## src/rtl/sejf_pkg.sv

```systemverilog
// Shared encoder/decoder definitions: quadrature AB codes,
// transmitter phase states and CW/CCW phase tables.
package sejf_pkg;

  localparam logic [1:0] DEC_ST_00 = 2'b00;
  localparam logic [1:0] DEC_ST_10 = 2'b10;
  localparam logic [1:0] DEC_ST_11 = 2'b11;
  localparam logic [1:0] DEC_ST_01 = 2'b01;

  typedef enum logic [2:0] {
    ST_IDLE = 3'd0,
    ST_PH1  = 3'd1,
    ST_PH2  = 3'd2,
    ST_PH3  = 3'd3,
    ST_PH4  = 3'd4
  } tx_state_e;

  // Index 0 is PH1; A leads B for CW, B leads A for CCW.
  localparam logic [3:0][1:0] AB_CW = {
    DEC_ST_00, DEC_ST_01, DEC_ST_11, DEC_ST_10
  };
  localparam logic [3:0][1:0] AB_CCW = {
    DEC_ST_00, DEC_ST_10, DEC_ST_11, DEC_ST_01
  };

  function automatic logic [1:0] phase_ab(
    input logic [1:0] ph,
    input logic       dir
  );
    return dir ? AB_CW[ph] : AB_CCW[ph];
  endfunction

endpackage

```

## src/rtl/quad_encoder_tx_dwell_timer.sv

```systemverilog
// Phase dwell timer: load on phase entry, o_tc high
// during the last cycle of a DWELL-cycle phase.
module dwell_timer #(
  parameter int DWELL = 4
) (
  input  logic clk,
  input  logic rst,
  input  logic i_load,
  output logic o_tc
);

  localparam int CW = $clog2(DWELL + 1);
  localparam logic [CW-1:0] ONE  = CW'(1);
  localparam logic [CW-1:0] LOAD = CW'(DWELL);

  logic [CW-1:0] r_cnt;

  always_ff @(posedge clk or negedge rst) begin
    if (!rst) begin
      r_cnt <= '0;
    end else if (i_load) begin
      r_cnt <= LOAD;
    end else if (r_cnt != '0) begin
      r_cnt <= r_cnt - ONE;
    end
  end

  assign o_tc = (r_cnt == ONE);

endmodule

```

## src/rtl/quad_encoder_tx.sv

```systemverilog
// Detented rotary encoder emulator: one accepted step
// emits a full AB quadrature cycle and updates pos.
module quad_encoder_tx
  import sejf_pkg::*;
#(
  parameter int DWELL = 4,
  parameter int POS_W = 8
) (
  input  logic             clk,
  input  logic             rst,
  input  logic             step_valid,
  input  logic             step_dir,
  output logic             step_ready,
  output logic             chan_a,
  output logic             chan_b,
  output logic             step_done,
  output logic [POS_W-1:0] pos
);

  localparam logic [POS_W-1:0] P_ONE = POS_W'(1);

  tx_state_e        r_state;
  logic             r_dir;
  logic [1:0]       r_ab;
  logic             r_ready;
  logic             r_done;
  logic [POS_W-1:0] r_pos;

  logic w_accept;
  logic w_mid;
  logic w_load;
  logic w_tc;

  assign w_accept = (r_state == ST_IDLE) && r_ready && step_valid;
  assign w_mid    = r_state inside {ST_PH1, ST_PH2, ST_PH3};
  assign w_load   = w_accept || (w_tc && w_mid);

  dwell_timer #(
    .DWELL (DWELL)
  ) u_dwell (
    .clk    (clk),
    .rst    (rst),
    .i_load (w_load),
    .o_tc   (w_tc)
  );

  always_ff @(posedge clk or negedge rst) begin
    if (!rst) begin
      r_state <= ST_IDLE;
      r_dir   <= 1'b0;
      r_ab    <= 2'b00;
      r_ready <= 1'b1;
      r_done  <= 1'b0;
      r_pos   <= '0;
    end else begin
      r_done <= 1'b0;
      case (r_state)
        ST_IDLE: begin
          r_ab    <= 2'b00;
          r_ready <= 1'b1;
          if (w_accept) begin
            r_state <= ST_PH1;
            r_dir   <= step_dir;
            r_ab    <= phase_ab(2'd0, step_dir);
            r_ready <= 1'b0;
          end
        end
        ST_PH1: begin
          if (w_tc) begin
            r_state <= ST_PH2;
            r_ab    <= phase_ab(2'd1, r_dir);
          end
        end
        ST_PH2: begin
          if (w_tc) begin
            r_state <= ST_PH3;
            r_ab    <= phase_ab(2'd2, r_dir);
          end
        end
        ST_PH3: begin
          if (w_tc) begin
            r_state <= ST_PH4;
            r_ab    <= phase_ab(2'd3, r_dir);
          end
        end
        ST_PH4: begin
          if (w_tc) begin
            r_state <= ST_IDLE;
            r_ab    <= 2'b00;
            r_ready <= 1'b1;
            r_done  <= 1'b1;
            r_pos   <= r_dir ? r_pos + P_ONE
                             : r_pos - P_ONE;
          end
        end
        default: begin
          r_state <= ST_IDLE;
          r_ab    <= 2'b00;
          r_ready <= 1'b1;
        end
      endcase
    end
  end

  assign step_ready = r_ready;
  assign chan_a     = r_ab[1];
  assign chan_b     = r_ab[0];
  assign step_done  = r_done;
  assign pos        = r_pos;

endmodule

```

## config.mk

```make
export PLATFORM = sky130hd
export DESIGN_NAME = quad_encoder_tx
export DESIGN_NICKNAME = d
export VERILOG_FILES = /design/src/rtl/sejf_pkg.sv /design/src/rtl/quad_encoder_tx_dwell_timer.sv /design/src/rtl/quad_encoder_tx.sv
export SDC_FILE = /design/constraint.sdc
export NUM_CORES = 1
export LEC_CHECK = 0
export BUFFER_PORTS_ARGS = -buffer_cell sky130_fd_sc_hd__buf_4
export CELL_PAD_IN_SITES_DETAIL_PLACEMENT = 0
export CELL_PAD_IN_SITES_GLOBAL_PLACEMENT = 1
export CORE_ASPECT_RATIO = 0.7
export CORE_MARGIN = 2
export CORE_UTILIZATION = 30
export DETAILED_ROUTE_END_ITERATION = 16
export GPL_TIMING_DRIVEN = 0
export PLACE_DENSITY = 0.63
export SYNTH_ARGS = -nofsm -noshare
export SYNTH_HDL_FRONTEND = slang
export SYNTH_SLANG_ARGS = --single-unit
export TNS_END_PERCENT = 50
```

## constraint.sdc

```tcl
create_clock -name clk -period 5.7 [get_ports clk]
set_input_delay 0.285 -clock clk [delete_from_list [all_inputs] [get_ports clk]]
set_output_delay 0.285 -clock clk [all_outputs]
set_load 0.1 [all_outputs]
```

# Word-level counts from Yosys, hierarchy flattened
# Cells that the tools add are included.
dict set report word_totals {
  regBits 19
  out_inout_bits 12
}
dict set report classes {
  n_addsub 3
  n_eq_ne 11
  n_mux 21
  n_bitwise 1
  n_reduce_logical 15
}
# cell count
set op_table {}
lappend op_table {{$mux 3} 7}
lappend op_table {{$pmux 3 s5} 1}
lappend op_table {{$mux 2} 6}
lappend op_table {{$ne 2x2->1 const B} 5}
lappend op_table {{$add 8x1->8 const B} 1}
lappend op_table {{$mux 8} 1}
lappend op_table {{$pmux 2 s4} 1}
lappend op_table {{$sub 8x1->8 const B} 1}
lappend op_table {{$eq 3x1->1 const B} 2}
lappend op_table {{$eq 3x2->1 const B} 2}
lappend op_table {{$reduce_and 2->1} 3}
lappend op_table {{$reduce_bool 3->1} 2}
lappend op_table {{$reduce_and 5->1} 1}
lappend op_table {{$mux 1} 4}
lappend op_table {{$eq 3x3->1 const B} 1}
lappend op_table {{$logic_and 1x1->1} 3}
lappend op_table {{$logic_not 3->1} 1}
lappend op_table {{$pmux 1 s3} 1}
lappend op_table {{$reduce_and 3->1} 1}
lappend op_table {{$reduce_or 3->1} 1}
lappend op_table {{$sub 3x1->3 const B} 1}
lappend op_table {{$ne 2x1->1 const B} 1}
lappend op_table {{$reduce_bool 2->1} 1}
lappend op_table {{$reduce_or 2->1} 1}
lappend op_table {{2 further kinds} 2}

# Depth between registers and ports, before layout
# Gate-level depths: netlist of run 1.
dict set report depth {
  ltp_word 5
  mapped_depth 8
}

# By module
# From an unflattened synthesis of run 1, not the netlist that was laid out.
dict set report unflattened {
  cells_unflattened 135
  hier_area_um2 1249.9
}
# module n_inst cells_per_inst area_per_inst_um2
set modules_own_cells {}
lappend modules_own_cells {quad_encoder_tx 1 117 1052.3}
lappend modules_own_cells {dwell_timer 1 18 197.7}

# Worst setup path before layout of run 1
# OpenSTA, ideal clock, no wires.
dict set report synth_path {
  kind {reg-to-reg}
  start {register r_pos[1], in the netlist pos[1]}
  end {register r_pos[7], in the netlist pos[7]}
  arrival_ns 2.182
  setup_slack_ns 3.361
  stages_incl_launch_ff 7
  n_path_buf 0
  period_less_slack_ns 2.339
  cell_sequence {dfrtp_1 -> ha_1 -> a211oi_2 -> nor2_2 -> a2111oi_4 -> nor3_2 -> xnor2_1}
}
dict set report synth_via {
  elab_chain_len 2
}
# item line
set synth_lines {}
lappend synth_lines {{start: declaration} quad_encoder_tx.sv:27} ;# logic [POS_W-1:0] r_pos;
lappend synth_lines {{start signal: assignment} quad_encoder_tx.sv:92} ;# r_pos <= r_dir ? r_pos + P_ONE
lappend synth_lines {{$sub 8x1->8 or $add 8x1->8 (tied branches)} {quad_encoder_tx.sv:93, quad_encoder_tx.sv:92}}
lappend synth_lines {{$mux 8 *} quad_encoder_tx.sv:92}
# Every way passes the cells marked *; elsewhere a longest branch is shown, timed or not.
# A chain may end at the register's enable or synchronous reset.

# Worst setup path in the final report of run 1
dict set report layout_path {
  start {register r_dir}
  end {register r_pos[6], in the netlist pos[6]}
}
dict set report layout_via {
  elab_chain_len 1
}
# item line
set layout_lines {}
lappend layout_lines {{start: declaration} quad_encoder_tx.sv:23} ;# logic r_dir;
lappend layout_lines {{start signal: assignment} quad_encoder_tx.sv:63} ;# r_dir <= step_dir;
lappend layout_lines {{$mux 8} quad_encoder_tx.sv:92}
# No other way between the ends.

==> results.py, run 1 <==
metrics = {
    "status": {
        "run_status": "completed",
    },
    "timing": {
        "final.period_utilization_pct": 36.65,
        "drv_slew": 0,
        "final-hold-violation-count": 0,
        "max_freq_mhz": 478.7,
        "worst_slew_pin_slew_ns": 0.4239,
        "rsz0062_at_grt": "no",
        "finalSetupTns_ns": 0,
        "period_minus_slack_ns": 2.089,
        "clock_skew_ns": 0.003069,
        "max_slew_margin_pct": 71.74,
        "setup_viol": 0,
    },
    "floorplanning": {
        "fp.dieArea_sq_um": 4725,
        "num_io_pins": 16,
        "start_util_pct": 31.61,
        "chipHeight_um": 58.12,
        "std_cell_rows": 19,
        "core-area_sq_um": 3970,
        "dieWidth_um": 81.31,
    },
    "synth": {
        "async_flop_share_pct": 100.0,
        "synth_top_area_share_pct": 35.89,
        "ys_types": 45,
        "avgSynthCellArea_sq_um": 9.804,
        "synthCells": 128,
        "syn_nets": 142,
        "synthFlopType": "dfrtp_1",
        "synth_edf_count": 0,
        "ys_ff_latch": 19,
        "synth_area_leaders": "dfrtp_1, ha_1, nand2_1",
        "synth_top_cell_by_area": "dfrtp_1",
        "yosysWarnings": 0,
        "netlist_area_sq_um": 1255,
        "yosysSeqAreaShare_pct": 37.99,
    },
    "place": {
        "numPortBuffers": 15,
        "gp_congestion": 0.7592,
        "hpwl_um": 1987,
        "placed_cell_area_sq_um": 1433,
    },
    "worst_setup_path": {
        "critPathTopFamily": "compound AO/OA/AOI/OAI gates",
        "critPathRequiredTime_ns": 5.83,
        "crit_path_max_fanout": 9,
        "cpPeakStageDelay_ns": 0.46,
        "crit_chain": "inv_1, fa_1, a21o_1, a21o_1, a21oi_1, mux2i_1, o311ai_1",
        "cp-end-kind": "flop",
        "worstSetupPathType": "reg2reg",
        "crit_slowest_cell": "fa_1",
        "cp_num_buf_inv": 1,
        "r2r_slack_ns": 3.61,
        "r2r_cells": 7,
        "r2r_start": "r_dir",
        "reg2reg_to": "pos[6]",
        "arrival_ns": 2.22,
        "critPathLaunchType": "flop",
        "crit_top_cell": "a21o_1",
    },
    "power": {
        "clkPwrFrac_pct": 10.2,
        "internal-power_mw": 0.4458,
        "pwr-share-seq_pct": 25.1,
        "power_density_nw_per_um2": 638.7,
        "irDropWorstVdd_mv": 0.1834,
        "p_comb_share_pct": 64.7,
        "netSwitchingFraction_pct": 53.13,
        "leakagePower_nw": 0.6759,
        "p_sw_mw": 0.5052,
    },
    "hold_path": {
        "min_to": "r_dir",
        "hold_class": "in2reg",
        "hp-start": "step_dir",
        "hold_depth": 3,
    },
    "cells_and_area": {
        "fillers": 421,
        "antenna_cells": 0,
        "final_util_pct": 37.50,
        "regArea_sq_um": 476.7,
        "final_cell_mix": "dfrtp_1, nand2_1, buf_4",
        "design_area_sq_um": 1489,
        "multiInputGateArea_sq_um": 745.7,
        "final_common_cell": "dfrtp_1",
        "drive_gt1_share_pct": 22.30,
        "syn_to_final_growth_pct": 18.64,
        "fin_nets": 163,
    },
    "route": {
        "wl_per_cell_um": 13.25,
        "first_iter_violations": 54,
        "drtPass1Iterations": 4,
        "drtAntennaViolNets": 0,
        "drcViolationCount": 0,
        "postRouteWirelength_um": 2650,
        "num_vias": 987,
        "vias_per_cell": 4.935,
    },
    "global_routing": {
        "track_usage_pct": 13.16,
        "grt_pass1_vias": 996,
        "antenna_found_initial": 0,
        "grt_start_max_net_pins": 20,
        "grt_overflow": 0,
        "grt_pass1_wl_um": 4802,
    },
    "run": {
        "cap_violations": 0,
    },
    "clock_network": {
        "cts_resized": 0,
        "clockRootBuffer": "clkbuf_8",
        "clk_latency_ns": 0.26,
        "clk_pin_slew_ns": 0.08,
        "cts_tree": "built",
        "clockBufferDepth": 2,
        "cts_sinks": 19,
        "h-tree-depth": 1,
        "cts_buffers": 3,
    },
}
## repair_timing
| item | CTS | global route |
|---|---|---|
| hold buffers | 1 | 0 |
| hold endpoints to repair | 18 | 0 |
| buffers inserted | 0 | 0 |
## registers in the layout, summed over array words and instances (netlist names)
| name | count |
|---|---|
| pos | 8 |
| r_state | 3 |
| u_dwell.r_cnt | 3 |
| r_ab | 2 |
| r_dir | 1 |
| step_done | 1 |
| step_ready | 1 |
## how the worst max path moves through the flow
| stage | cells after the start | startpoint | slack [ns] | endpoint |
|---|---|---|---|---|
| after floorplan | 6 | pos[1] | 3.36 | pos[7] |
| after global placement | 7 | r_dir | 3.64 | pos[6] |
| after detailed placement | 7 | r_dir | 3.62 | pos[6] |
| after CTS | 7 | r_dir | 3.59 | pos[6] |
| after global routing | 7 | r_dir | 3.45 | pos[6] |
| final | 7 | r_dir | 3.61 | pos[6] |
## cells in the mapped netlist (2+ instances only)
library cell	count
xor2_1	2
o21a_1	2
nand2b_1	3
a21oi_1	7
o21ai_0	6
ha_1	9
nor2_1	8
o31ai_1	2
inv_1	4
xnor2_1	5
dfrtp_1	18
nor2_2	2
a21o_1	3
buf_2	2
nand3_1	2
a211oi_1	3
o21ai_1	7
nand2_1	16
## area by class of cell
cell class | count | area share (%)
clock inverters | 1 | 0.3361
clock buffers | 3 | 2.773
inverters | 5 | 1.261
repair buffers | 16 | 8.235
well taps | 52 | 4.370
plain buffers | 3 | 0.9244
flip-flops and latches | 19 | 32.02
multi-input cells | 101 | 50.08
## worst register-to-register path, cell delays in order (launching register included)
cell	delay, ns
dfrtp_1	0.41
inv_1	0.20
fa_1	0.46
a21o_1	0.18
a21o_1	0.21
a21oi_1	0.20
mux2i_1	0.20
o311ai_1	0.11
## per-stage QoR
stage | hold WS, ns | total power [mW] | instances | setup WS, ns
3_5_place_dp | 0.1825 | 0.8566 | 195 | 3.617
6_report | 0.2636 | 0.9510 | 200 | 3.611
3_3_place_gp | 0.1834 | 0.8447 | 195 | 3.643
2_1_floorplan | -0.01059 | 0.7371 | 128 | 3.361
5_1_grt | 0.2858 | 1.027 | 200 | 3.448
4_1_cts | 0.2639 | 0.9602 | 200 | 3.594
## kinds of logic (layout without fill, tap and decap cells)
| kind of cell | count (synthesis) | in the layout | share of synthesized area, % |
|---|---|---|---|
| xor gates and xnor gates | 7 | 7 | 4.885 |
| and+or+nand+nor | 42 | 42 | 19.54 |
| adders and majority gates | 10 | 10 | 10.57 |
| muxes | 1 | 1 | 0.7976 |
| DFF | 19 | 19 | 37.99 |
| buffers and inverters | 8 | 28 | 2.591 |
| AOI/OAI and AO/OA | 41 | 41 | 23.63 |
## metal layers
layer / share of wire, % / track usage [%] / vias to the layer above / routed length (um)
li1: - / - / 506 / -
met1: 56 / 20.10 / 462 / 1472
met2: 40 / 18.27 / 14 / 1052
met3: 3.4 / 3.271 / 5 / 91
met4: 1.3 / 3.632 / 0 / 34
met5: 0 / 0 / - / 0
## power by group through the flow
stage	registers, mW	clock network (mW)	logic, mW
after floorplan	0.399	0	0.338
after global placement	0.238	0	0.606
after detailed placement	0.241	0	0.616
after CTS	0.239	0.102	0.619
after global routing	0.247	0.106	0.673
final	0.238	0.0970	0.616
Power figures use the tool's default switching activity.
==> run 2, diff against run 1 <==
ABC_AREA = 1   (was not set)
PLACE_DENSITY = 0.65   (was 0.63)
clock period = 2.15 ns   (was 5.7 ns; I/O delays follow)
==> run 2 against run 1 <==
Against the previous run:
- critical endpoint is now pos[5]
- largest cell class unchanged
- clock-buffer cell count increased by 1
- worst setup slack got worse by 3.2 ns
- register-to-register slack got worse by 3.2 ns
- sequential cell count unchanged
- first-iteration DRC count decreased by 30%
- fmax increased by 20%
- global-route usage decreased by 0.37 points
- area after synthesis decreased by 2.2%
- design area decreased by 1.9%
- hold slack got worse by 0.17 ns
- sequential share of layout area increased by 0.63 points
- critical path depth unchanged
==> results.py, run 2 <==
metrics = {
    "clock_network": {
        "clk_latency_ns": 0.26,
        "h-tree-depth": 1,
        "clockBufferDepth": 2,
        "clk_pin_slew_ns": 0.08,
        "post_cts_buffers": 0,
        "cts_buffers": 3,
        "clockRootBuffer": "clkbuf_8",
        "cts_sinks": 19,
        "cts_tree": "built",
    },
    "floorplanning": {
        "core-area_sq_um": 3923,
        "dieWidth_um": 80.45,
        "num_io_pins": 16,
        "chipHeight_um": 57.52,
        "fp.dieArea_sq_um": 4627,
        "std_cell_rows": 19,
        "start_util_pct": 31.29,
    },
    "synth": {
        "synth_top_cell_by_area": "dfrtp_1",
        "synth_edf_count": 0,
        "syn_nets": 166,
        "avgSynthCellArea_sq_um": 8.075,
        "yosysSeqAreaShare_pct": 38.84,
        "synth_top_family_by_area": "simple AND/OR/NAND/NOR gates",
        "synth_xor_area_share_pct": 3.568,
        "synthFlopType": "dfrtp_1",
        "netlist_area_sq_um": 1227,
        "async_flop_share_pct": 100.0,
        "synthCells": 152,
        "ys_types": 29,
        "synth_area_leaders": "dfrtp_1, nand2_1, ha_1",
        "synth_mux_area_share_pct": 0,
        "synth_common_cells": "nand2_1, dfrtp_1, inv_1",
        "synth_compound_area_share_pct": 10.70,
        "synth_fa_ha_area_share_pct": 10.81,
        "yosysWarnings": 0,
        "yosysMostFrequentCell": "nand2_1",
        "synth_top_area_share_pct": 36.70,
        "yosys.area_share.simple_pct": 29.36,
        "ys_ff_latch": 19,
    },
    "route": {
        "postRouteWirelength_um": 2521,
        "drtPass1Iterations": 4,
        "vias_per_cell": 4.563,
        "drtAntennaViolNets": 0,
        "wl_per_cell_um": 11.25,
        "num_vias": 1022,
        "drcViolationCount": 0,
        "first_iter_violations": 38,
    },
    "global_routing": {
        "grt_pass1_vias": 982,
        "track_usage_pct": 12.79,
        "grt_pass1_wl_um": 4554,
        "grt_start_max_net_pins": 20,
        "grt_overflow": 0,
        "antenna_found_initial": 0,
    },
    "timing": {
        "final-hold-violation-count": 0,
        "finalSetupTns_ns": 0,
        "worst_slew_pin_slew_ns": 0.3448,
        "period_minus_slack_ns": 1.744,
        "max_freq_mhz": 573.3,
        "rsz0062_at_grt": "no",
        "final.period_utilization_pct": 81.13,
        "drv_slew": 0,
        "hold_ws_ns": 0.09503,
        "max_slew_margin_pct": 76.99,
        "clock_skew_ns": 0.001894,
        "setup_viol": 0,
    },
    "cells_and_area": {
        "drive_gt1_share_pct": 21.51,
        "final_cell_mix": "nand2_1, dfrtp_1, inv_1",
        "design_area_sq_um": 1460,
        "fillers": 410,
        "post_layout_nonfiller_instances": 224,
        "syn_to_final_growth_pct": 18.96,
        "fin_nets": 187,
        "antenna_cells": 0,
        "largest_reg_flops": 8,
        "final_common_cell": "nand2_1",
    },
    "place": {
        "hpwl_um": 1883,
        "dpl.cell_count": 219,
        "gp_congestion": 0.7736,
        "numPortBuffers": 15,
        "placed_cell_area_sq_um": 1405,
    },
    "hold_path": {
        "hold_class": "in2reg",
    },
    "worst_setup_path": {
        "crit_top_cell": "nand3_1",
        "cpPeakStageDelay_ns": 0.41,
        "cp-end-kind": "flop",
        "critPathTopFamily": "simple AND/OR/NAND/NOR gates",
        "cp_num_buf_inv": 1,
        "critPathLaunchType": "flop",
        "crit_path_max_fanout": 9,
        "arrival_ns": 1.90,
        "critPathRequiredTime_ns": 2.31,
        "crit_chain": "inv_1, ha_1, or2_1, nand3b_1, nand3_1, nand3_1, nand2_1",
        "crit_slowest_cell": "dfrtp_1",
        "worstSetupPathType": "reg2reg",
    },
    "run": {
        "cap_violations": 0,
    },
    "status": {
        "run_status": "completed",
    },
}
[run 2: final timing paths]
kind,start,endpoint,slack (ns),cells past startpoint
worst min-delay path,step_dir,r_dir,0.1,3
worst max register to register,r_dir,pos[5],0.41,7
max in group asynchronous,rst,step_ready,1.61,2
worst max-delay path,r_dir,pos[5],0.41,7
worst min register to register,r_ab[0],r_ab[0],0.49,2
min in group asynchronous,rst,pos[1],0.26,2
[run 2: layout make-up]
| class | instances | area [sq um] | share of cell area [%] |
|---|---|---|---|
| clock buffers | 4 | 45.04 | 3.085 |
| well taps | 52 | 65.06 | 4.456 |
| inverters | 22 | 82.58 | 5.656 |
| multi-input cells | 111 | 668.1 | 45.76 |
| flip-flops and latches | 19 | 476.7 | 32.65 |
| repair buffers | 16 | 122.6 | 8.398 |
[run 2: cell families (layout without fill, tap and decap cells)]
group                    after synthesis  count (layout)
AND/OR/NAND/NOR                       77              77
buffers and inverters                 22              42
AO/OA/AOI/OAI                         19              19
flip-flops                            19              19
adder cells (fa/ha/maj)               10              10
XOR/XNOR                               5               5
[run 2: timing repair]
item                      4_1_cts  5_1_grt
gates resized for setup         0        0
hold endpoints to repair       19        0
hold buffers                    1        0
[run 2: tightest hold or removal path: stages]
cell	delay (ns)
buf_4	0.08
nand2_1	0.06
o21ai_0	0.07
[run 2: layer usage]
layer,vias up,share of wire (%),GRT usage (%)
met5,-,0,0
met4,0,0.40,2.179
met3,2,3.8,3.797
met2,19,43,19.64
met1,470,53,18.20
li1,531,-,-
[run 2: through the flow]
stage / utilization (%) / setup WS [ns]
2_1_floorplan: - / 0.1751
3_3_place_gp: 35.82 / 0.4205
3_5_place_dp: 35.82 / 0.4070
4_1_cts: 37.22 / 0.3945
5_1_grt: 37.22 / 0.2732
6_report: 37.22 / 0.4058
Power of run 2 is not shown: default switching activity piles up to over one toggle a cycle in this logic, so the estimate is an artifact.
